--- src/rtl/pc_sequencer.sv ---
// pc_sequencer: program counter sequencer with debounced SW8 start/wait control.
module pc_sequencer #(
    parameter int Psize     = 6,
    parameter int LAST_ADDR = 2**Psize-1,
    parameter int DB_CYCLES = 8
) (
    input  logic             clk,
    input  logic             nReset,
    input  logic             sw8_raw,
    input  logic             wait_hi,
    input  logic             wait_lo,
    input  logic             jump_en,
    input  logic [Psize-1:0] jump_addr,
    input  logic             halt_req,
    output logic [Psize-1:0] PCout,
    output logic             stall,
    output logic [1:0]       state,
    output logic             sw8_clean,
    output logic             wrap
);
    typedef enum logic [1:0] {IDLE = 2'b00, RUN = 2'b01, WAIT = 2'b10, HALT = 2'b11} state_t;
    localparam logic [Psize-1:0] LAST    = Psize'(LAST_ADDR);
    localparam logic [7:0]       DB_LAST = 8'(DB_CYCLES - 1);

    state_t           state_q;
    logic [Psize-1:0] pc_q, pc_inc, jump_tgt;
    logic [7:0]       db_cnt_q, db_cnt_d;
    logic             sync1_q, sync2_q, clean_q, clean_d, wrap_q, target_q;
    logic             differ, db_hit, at_last, wait_stall, wait_exit;

    always_comb begin
        differ     = sync2_q != clean_q;
        db_hit     = differ && (db_cnt_q == DB_LAST);
        clean_d    = clean_q ^ db_hit;
        db_cnt_d   = (differ && !db_hit) ? db_cnt_q + 8'd1 : 8'd0;
        at_last    = pc_q == LAST;
        pc_inc     = at_last ? '0 : pc_q + 1'b1;
        jump_tgt   = (jump_addr > LAST) ? '0 : jump_addr;
        // wait_hi takes precedence when both wait classes are requested
        wait_stall = wait_hi ? !clean_q : (wait_lo && clean_q);
        wait_exit  = clean_d == target_q;
        stall      = (state_q == IDLE) || (state_q == HALT) ||
                     (state_q == WAIT && !wait_exit) ||
                     (state_q == RUN && (halt_req || wait_stall));
    end

    always_ff @(posedge clk or negedge nReset) begin
        if (!nReset) begin
            sync1_q  <= 1'b0;
            sync2_q  <= 1'b0;
            db_cnt_q <= '0;
            clean_q  <= 1'b0;
            state_q  <= IDLE;
            pc_q     <= '0;
            wrap_q   <= 1'b0;
            target_q <= 1'b0;
        end else begin
            sync1_q  <= sw8_raw;
            sync2_q  <= sync1_q;
            db_cnt_q <= db_cnt_d;
            clean_q  <= clean_d;
            wrap_q   <= 1'b0;
            case (state_q)
                IDLE: if (db_hit && !clean_q) state_q <= RUN;
                RUN: begin
                    if (halt_req) state_q <= HALT;
                    else if (wait_stall) begin
                        state_q  <= WAIT;
                        target_q <= wait_hi;
                    end else if (jump_en) pc_q <= jump_tgt;
                    else begin
                        pc_q   <= pc_inc;
                        wrap_q <= at_last;
                    end
                end
                WAIT: if (wait_exit) begin
                    state_q <= RUN;
                    pc_q    <= pc_inc;
                    wrap_q  <= at_last;
                end
                HALT: ;
            endcase
        end
    end

    assign PCout     = pc_q;
    assign state     = state_q;
    assign sw8_clean = clean_q;
    assign wrap      = wrap_q;
endmodule

--- config.mk ---
export PLATFORM = sky130hd
export DESIGN_NAME = pc_sequencer
export DESIGN_NICKNAME = d
export VERILOG_FILES = /design/src/rtl/pc_sequencer.sv
export SDC_FILE = /design/constraint.sdc
export NUM_CORES = 1
export LEC_CHECK = 0
export CAP_MARGIN = 20
export CELL_PAD_IN_SITES_DETAIL_PLACEMENT = 1
export CELL_PAD_IN_SITES_GLOBAL_PLACEMENT = 2
export CORE_ASPECT_RATIO = 0.5
export CORE_MARGIN = 3
export CORE_UTILIZATION = 31
export DETAILED_ROUTE_END_ITERATION = 16
export PLACE_DENSITY = 0.76
export SYNTH_ARGS = -nofsm -noshare
export SYNTH_HDL_FRONTEND = slang
export SYNTH_SLANG_ARGS = --single-unit
--- constraint.sdc ---
create_clock -name clk -period 2.4 [get_ports clk]
set_input_delay 0.48 -clock clk [delete_from_list [all_inputs] [get_ports clk]]
set_output_delay 0.48 -clock clk [all_outputs]
set_load 0.03 [all_outputs]
* Word-level counts from Yosys, hierarchy flattened *
Index checks and enable logic that the tools add are counted.

word-level totals
  memory bits (writable) = 0
  ROM bits = 0
  register bits after elaboration = 21
  bits in latches = 0
  memories = 0
  logic and storage cells = 63
  bits of input ports = 13
  output and inout port bits = 11

operators by class
  add/sub/neg operators = 2
  magnitude comparators = 1
  shift operators = 0
  $mul = 0
  bitwise logic cells = 2
  reduce and logical (&&, ||, !) cells = 19
  equality and inequality tests = 12
  multiplexer cells = 19
  divide/modulo/power cells = 0

operators by type and width
  cell                 count
  $mux 6               6
  $pmux 6 s2           1
  $add 8x1->8 const B  1
  $eq 8x3->1 const B   1
  $mux 2               4
  $mux 8               1
  $reduce_and 4->1     2
  $add 6x1->6 const B  1
  $eq 6x6->1 const B   1
  $gt 6x6->1 const B   1
  $logic_and 1x1->1    6
  $ne 2x2->1 const B   3
  $pmux 2 s3           1
  $mux 1               5
  $eq 2x2->1 const B   2
  $logic_or 1x1->1     4
  $logic_not 1->1      3
  $ne 3x3->1 const B   1
  $reduce_and 3->1     1
  $reduce_bool 3->1    1
  $eq 2x1->1 const B   1
  $logic_not 2->1      1
  $ne 2x1->1 const B   1
  $pmux 1 s2           1
  other kinds (5)      5

* Depth between registers and ports, before layout *
Gate-level depths: netlist of the first run.

  depth after elaboration = 8
  mapped depth = 8
  mapped depth without buffers = 7

* Least setup slack after synthesis of the first run *
No wires, ideal clock.

  kind = register to output
  start = register state_q[0] (netlist: state[0])
  end = output port stall
  arrival time = 1.656 ns
  data required time = 1.920 ns
  path buffers = 0
  cell stages (with the launch flop) = 7
  slack = 0.264 ns
  path through = dfrtp_1 > inv_1 > ha_1 > nand3b_1 > a211oi_4 > nor2_1 > nand3b_1

on the way
  word-level cells in the longest chain between the ends = 4
  elaborated cells between the ends (all ways) = 9
  classes of those cells = eq/ne (3); reduce/logical (6)

ends and longest elaborated chain
  what                                                          line    text
  start: declaration                                            25      state_t state_q;
  start signal: assignment                                      53      state_q <= IDLE;
  start signal: assignment                                      64      IDLE: if (db_hit && !clean_q) state_q <= RUN;
  start signal: assignment                                      66      if (halt_req) state_q <= HALT;
  $eq 2x2->1 (tied with other cells)                            42      stall = (state_q == IDLE) || (state_q == HALT) ||
  $logic_or 1x1->1 / $logic_and 1x1->1 (equally long branches)  42, 43
  $logic_or 1x1->1                                              42
  $logic_or 1x1->1 (*)                                          43      (state_q == WAIT && !wait_exit) ||
  end: declaration                                              16      output logic stall,

Mark *: on every way between the ends. The rest lies on a longest branch, timed or not.

* Final worst setup path of the first run *
Same ends and word-level chain as after synthesis.

==> results of run 1 <==
what timing repair did:
action | in CTS | in global routing
hold buffers | 0 | 0
endpoints found under the setup margin | 1 | 1
gates cloned | 0 | 0
pin swaps | 0 | 1
gates resized for setup | 0 | 3
buffers inserted | 1 | 1
synthesized netlist by cell type (all sizes together):
cell type / count / area share, %
dfrtp: 21 / 41
a21oi: 14 / 7.0
nor2: 14 / 4.9
nand2: 10 / 3.0
nand3: 9 / 3.9
nand3b: 8 / 4.7
xor2: 8 / 5.5
ha: 6 / 5.9
inv: 6 / 1.8
o21ai: 6 / 2.4
and3: 4 / 2.0
nand2b: 4 / 2.0
a22oi: 2 / 1.2
and2: 2 / 0.99
mux2i: 2 / 1.6
nor3: 2 / 1.2
a211oi: 1 / 1.6
a31o: 1 / 0.69
a31oi: 1 / 0.99
a32oi: 1 / 0.69
and2b: 1 / 0.59
and3b: 1 / 0.69
buf: 1 / 0.89
clkbuf: 1 / 0.30
nor2b: 1 / 0.49
nor4: 1 / 0.99
o22ai: 1 / 0.49
or2: 1 / 0.49
or4: 1 / 0.89
xnor2: 1 / 0.69
final cells by class:
cell class              instances  area share, %
clock buffers                   3          2.523
repair buffers                 28          16.21
multi-input cells             103          43.50
clock inverters                 1         0.3058
well taps                      51          3.899
flip-flops and latches         21          32.19
inverters                       6          1.376
stage by stage:
step	std cells	cell area, µm²	TNS (ns)
final	213	1637	0
after global routing	213	1637	-0.0006199
after CTS	212	1620	0
after detailed placement	207	1567	0
after global placement	207	1567	0
after floorplan	132	1267	0
cells by family (layout without fill, tap and decap cells):
kind of cell / after synthesis / count (layout) / synth area share (%)
and+or+nand+nor: 59 / 59 / 26.85
adders and majority gates: 6 / 6 / 5.923
buffers and inverters: 8 / 38 / 2.961
AOI/OAI and AO/OA: 27 / 27 / 15.00
muxes: 2 / 2 / 1.580
xor gates and xnor gates: 9 / 9 / 6.219
DFF: 21 / 21 / 41.46
placed cells by master, fill, tap and decap left out, types with 5 or more instances in the layout:
| master | n |
|---|---|
| a21oi_2 | 5 |
| nand3b_1 | 8 |
| nand3_1 | 8 |
| xor2_1 | 8 |
| buf_4 | 6 |
| ha_1 | 5 |
| dfrtp_1 | 20 |
| a21oi_1 | 9 |
| inv_1 | 6 |
| clkdlybuf4s50_1 | 22 |
| nand2_1 | 10 |
| nor2_1 | 10 |
path summary, 6_finish.rpt:
path	startpoint	to	slack, ns	cells after the start
setup / recovery	state[0]	stall	0.12	7
hold / removal	sync1_q	sync2_q	0.36	0
setup reg to reg	state[0]	PCout[4]	0.50	9
hold reg to reg	sync1_q	sync2_q	0.36	0
max in group asynchronous	nReset	db_cnt_q[4]	1.60	2
min in group asynchronous	nReset	PCout[0]	0.56	2
report_power, final:
part	internal, mW	total, mW	leakage [nW]	switching, mW
registers	0.382	0.423	0.274	0.0415
clock network	0.116	0.237	0.0255	0.122
logic	0.0763	0.165	0.420	0.0884
total	0.574	0.825	0.719	0.252
flip-flops by register name (all words and copies together) (netlist names):
register	flops
db_cnt_q	8
PCout	6
state	2
sw8_clean	1
sync1_q	1
sync2_q	1
target_q	1
wrap	1
metal layers:
| metal | routed length [µm] | GRT usage [%] | share of wire (%) | vias to the layer above |
|---|---|---|---|---|
| li1 | - | - | - | 517 |
| met1 | 1566 | 18.91 | 53 | 490 |
| met2 | 1292 | 20.80 | 43 | 13 |
| met3 | 103 | 4.412 | 3.5 | 2 |
| met4 | 14 | 2.093 | 0.47 | 0 |
| met5 | 0 | 0 | 0 | - |
critical path, cell delays in order, from the launching register on:
cell and delay [ns]:
dfrtp_1 0.42, inv_1 0.12, ha_2 0.23, nand3b_1 0.14
a211oi_4 0.28, nor2_1 0.10, nand3b_1 0.09, buf_4 0.16
==> flow_summary.yaml, run 1 <==
status:
  status: "finished, final reports clean"
cts:
  numCtsBuffers: 3
  htreeDepth: 1
  cts_tree: "yes"
  cts-root-buf: "clkbuf_8"
  clock-sinks: 21
  insertion_delay_ns: 0.26
  clkTransAtPathRegs_ns: 0.08
  clk_path_buf_depth: 2
timing:
  fmax_ghz: 0.4383
  finalHoldViolCount: 0
  post-route-period-util_pct: 95.06
  setup_slack_ns: 0.1186
  setup_violations: 0
  report.final.slew_viol_count: 0
  whs_ns: 0.3613
  period_needed_ns: 2.281
  maxSlewHeadroom_pct: 74.18
  fin_worst_skew_ns: 0.003375
  tightest_slew_ns: 0.3841
die:
  core_um2: 3679
  rows: 15
  initial_utilization_pct: 34.46
  die_w_um: 96.43
  fp.dieH_um: 51.22
  ioPinCount: 24
  die_area_um2: 4938
pwr:
  vdd_drop_max_mv: 0.1689
  p_total_mw: 0.8253
  power_per_cell_area_nw_per_um2: 504.3
  p_leak_nw: 0.7191
routing:
  drtAntennaViolNets: 0
  wl_um: 2976
  drtIter0Drc: 29
  routed_via_density: 4.798
  vias: 1022
  wl_per_cell_um: 13.97
  drc_errors: 0
  firstDrtPassIters: 4
logic_synthesis:
  yosysWarningCount: 0
  netlist_instances: 132
  ys_seq_elements: 21
  synth_seq_area_share_pct: 41.46
  synthesis.area_um2: 1267
  syn_area_per_cell_um2: 9.602
  ys_types: 35
  syn_nets: 151
flow_run:
  drv_cap: 0
place:
  pre_cts_slack_ns: 0.1951
  place.gp.congestion: 0.7691
  port_buffers: 23
  dp_hpwl_um: 2329
grt:
  antenna_found_initial: 0
  gr-total-overflow: 0
  grt_pass1_vias: 1083
  grt_max_degree: 22
  grt_usage_pct: 13.57
  grt_pass1_wl_um: 5133
cells_and_area:
  nFillCells: 435
  seq_area_um2: 526.8
  area_growth_pct: 29.12
  utilization_pct: 44.49
  final_nets: 182
  drive_gt1_share_pct: 17.28
  diodes: 0
  multi_input_area_um2: 711.9
setup_path:
  cp_max_fo: 5
  critPathArrivalTime_ns: 1.80
  cp-start-kind: "flop"
  required_ns: 1.92
  critical_path_class: "reg -> out"
  cp-end-kind: "output pin"
worst_hold_path:
  hold_path_class: "reg -> reg"
No activity file was read; power rests on OpenSTA's default activity.
==> run 2, diff against run 1 <==
ABC_CLOCK_PERIOD_IN_PS = 2400   (was unset)
CORE_ASPECT_RATIO = unset   (was 0.5)
==> flow_summary.yaml, run 2 (same netlist as run 1, synthesis figures left out) <==
routing:
  drtIter0Drc: 44
  drtAntennaViolNets: 0
  wl_um: 2937
  firstDrtPassIters: 4
  drc_errors: 0
  wl_per_cell_um: 14.05
  routed_via_density: 4.995
  vias: 1044
setup_path:
  slowest_delay_ns: 0.43
  cp_common_cell: "nand3b_1"
  reg2reg_from: "state[0]"
  rrSetupSlack_ns: 0.59
  path_cells: "inv_1 > ha_2 > nand3b_1 > a211oi_4 > nor2_2 > nand3b_1 > buf_4"
  cp-end-kind: "output pin"
  reg2reg_depth: 8
  cp_slowest_cell: "dfrtp_1"
  reg2reg_to: "PCout[4]"
  path_buf_inv: 2
  critical_path_class: "reg -> out"
  cp_top_family: "flip-flops"
  cp-start-kind: "flop"
  cp_max_fo: 5
  worstSetupStartpoint: "state[0]"
  critPathArrivalTime_ns: 1.80
  required_ns: 1.92
timing:
  post-route-period-util_pct: 94.93
  fin_worst_skew_ns: 0.002878
  finalHoldViolCount: 0
  fmax_ghz: 0.4389
  maxSlewHeadroom_pct: 76.62
  rsz0062_at_grt: "false"
  period_needed_ns: 2.278
  setup_tns_ns: 0
  setup_slack_ns: 0.1216
  setup_violations: 0
  tightest_slew_ns: 0.3494
  report.final.slew_viol_count: 0
place:
  pre_cts_slack_ns: 0.1854
  port_buffers: 23
  dpl_cell_area_um2: 1563
  place.gp.congestion: 0.7543
  dp_hpwl_um: 2243
  dp.cells: 204
cts:
  cts_hold_buf: 0
  numCtsBuffers: 3
  clkTransAtPathRegs_ns: 0.08
  htreeDepth: 1
  cts-root-buf: "clkbuf_8"
  cts_tree: "yes"
  clock-sinks: 21
  insertion_delay_ns: 0.26
  clk_path_buf_depth: 2
pwr:
  p_total_mw: 0.8324
  power_per_cell_area_nw_per_um2: 510.6
  vdd_drop_max_mv: 0.1823
  p_leak_nw: 0.7108
die:
  initial_utilization_pct: 33.37
  core_um2: 3799
  die_area_um2: 4892
  fp.dieH_um: 69.94
  ioPinCount: 24
  rows: 22
  die_w_um: 69.94
cells_and_area:
  nFillCells: 441
  final_area_um2: 1630
  largest_register_ffs: 8
  largest_register: "db_cnt_q"
  final_nets: 181
  layout_common_cells: "22 x clkdlybuf4s50_1, 20 x dfrtp_1, 10 x nand2_1"
  drive_gt1_share_pct: 17.39
  area_growth_pct: 28.63
  final_common_cell: "clkdlybuf4s50_1"
  diodes: 0
  stdcell_count: 209
grt:
  gr-total-overflow: 0
  grt_pass1_vias: 1090
  antenna_found_initial: 0
  grt_pass1_wl_um: 5202
  grt_max_degree: 22
  grt_usage_pct: 12.86
flow_run:
  drv_cap: 0
worst_hold_path:
  hp-start: "sync1_q"
  holdPathEnd: "sync2_q"
  whs_path_depth: 0
  hold_path_class: "reg -> reg"
status:
  status: "finished, final reports clean"
[run 2: worst max-delay path by stage]
stage                        to  slack, ns  cells after the start
after CTS                 stall       0.02                      5
after floorplan           stall       0.26                      6
after detailed placement  stall       0.19                      6
after global placement    stall       0.24                      6
final                     stall       0.12                      7
after global routing      stall       0.01                      7
[run 2: worst reg2reg max path, delay by kind of cell, from the launching register on]
| family | cells | cell delay, ns |
|---|---|---|
| AOI/OAI and AO/OA | 3 | 0.50 |
| DFF | 1 | 0.43 |
| buffers and inverters | 2 | 0.32 |
| adders and majority gates | 1 | 0.24 |
| and+or+nand+nor | 2 | 0.20 |
[run 2: cell type report]
cell class | instances | area, µm² | share of cell area, %
repair buffers | 27 | 257.7 | 15.81
clock buffers | 3 | 41.29 | 2.533
flip-flops and latches | 21 | 526.8 | 32.31
well taps | 48 | 60.06 | 3.684
inverters | 6 | 22.52 | 1.381
multi-input cells | 103 | 714.4 | 43.82
clock inverters | 1 | 7.507 | 0.4605
[run 2: timing repair]
action | CTS | global route
resized for setup | 0 | 4
endpoints found under the setup margin | 1 | 1
buffers inserted | 1 | 0
hold endpoints to repair | 0 | 0
pin swaps | 0 | 1
[run 2: power by group]
group | leakage, nW | total [mW] | switching, mW | internal (mW)
Clock | 0.0217 | 0.245 | 0.127 | 0.117
Sequential | 0.274 | 0.421 | 0.0390 | 0.382
Combinational | 0.415 | 0.167 | 0.0909 | 0.0762
[run 2: per-layer routing]
| layer | vias to the layer above | wire [µm] | part of all wire, % | global-route usage [%] |
|---|---|---|---|---|
| met4 | 0 | 9 | 0.31 | 3.830 |
| met2 | 20 | 1323 | 45 | 20.46 |
| met5 | - | 0 | 0 | 0 |
| met1 | 507 | 1488 | 51 | 17.55 |
| li1 | 515 | - | - | - |
| met3 | 2 | 115 | 3.9 | 2.590 |
[run 2: metrics by stage]
stage	utilization, %	hold slack (ns)
after CTS	42.62	0.3601
after floorplan	-	0.1844
final	42.92	0.3558
after detailed placement	41.14	0.3397
after global placement	41.14	0.3346
after global routing	42.92	0.3875
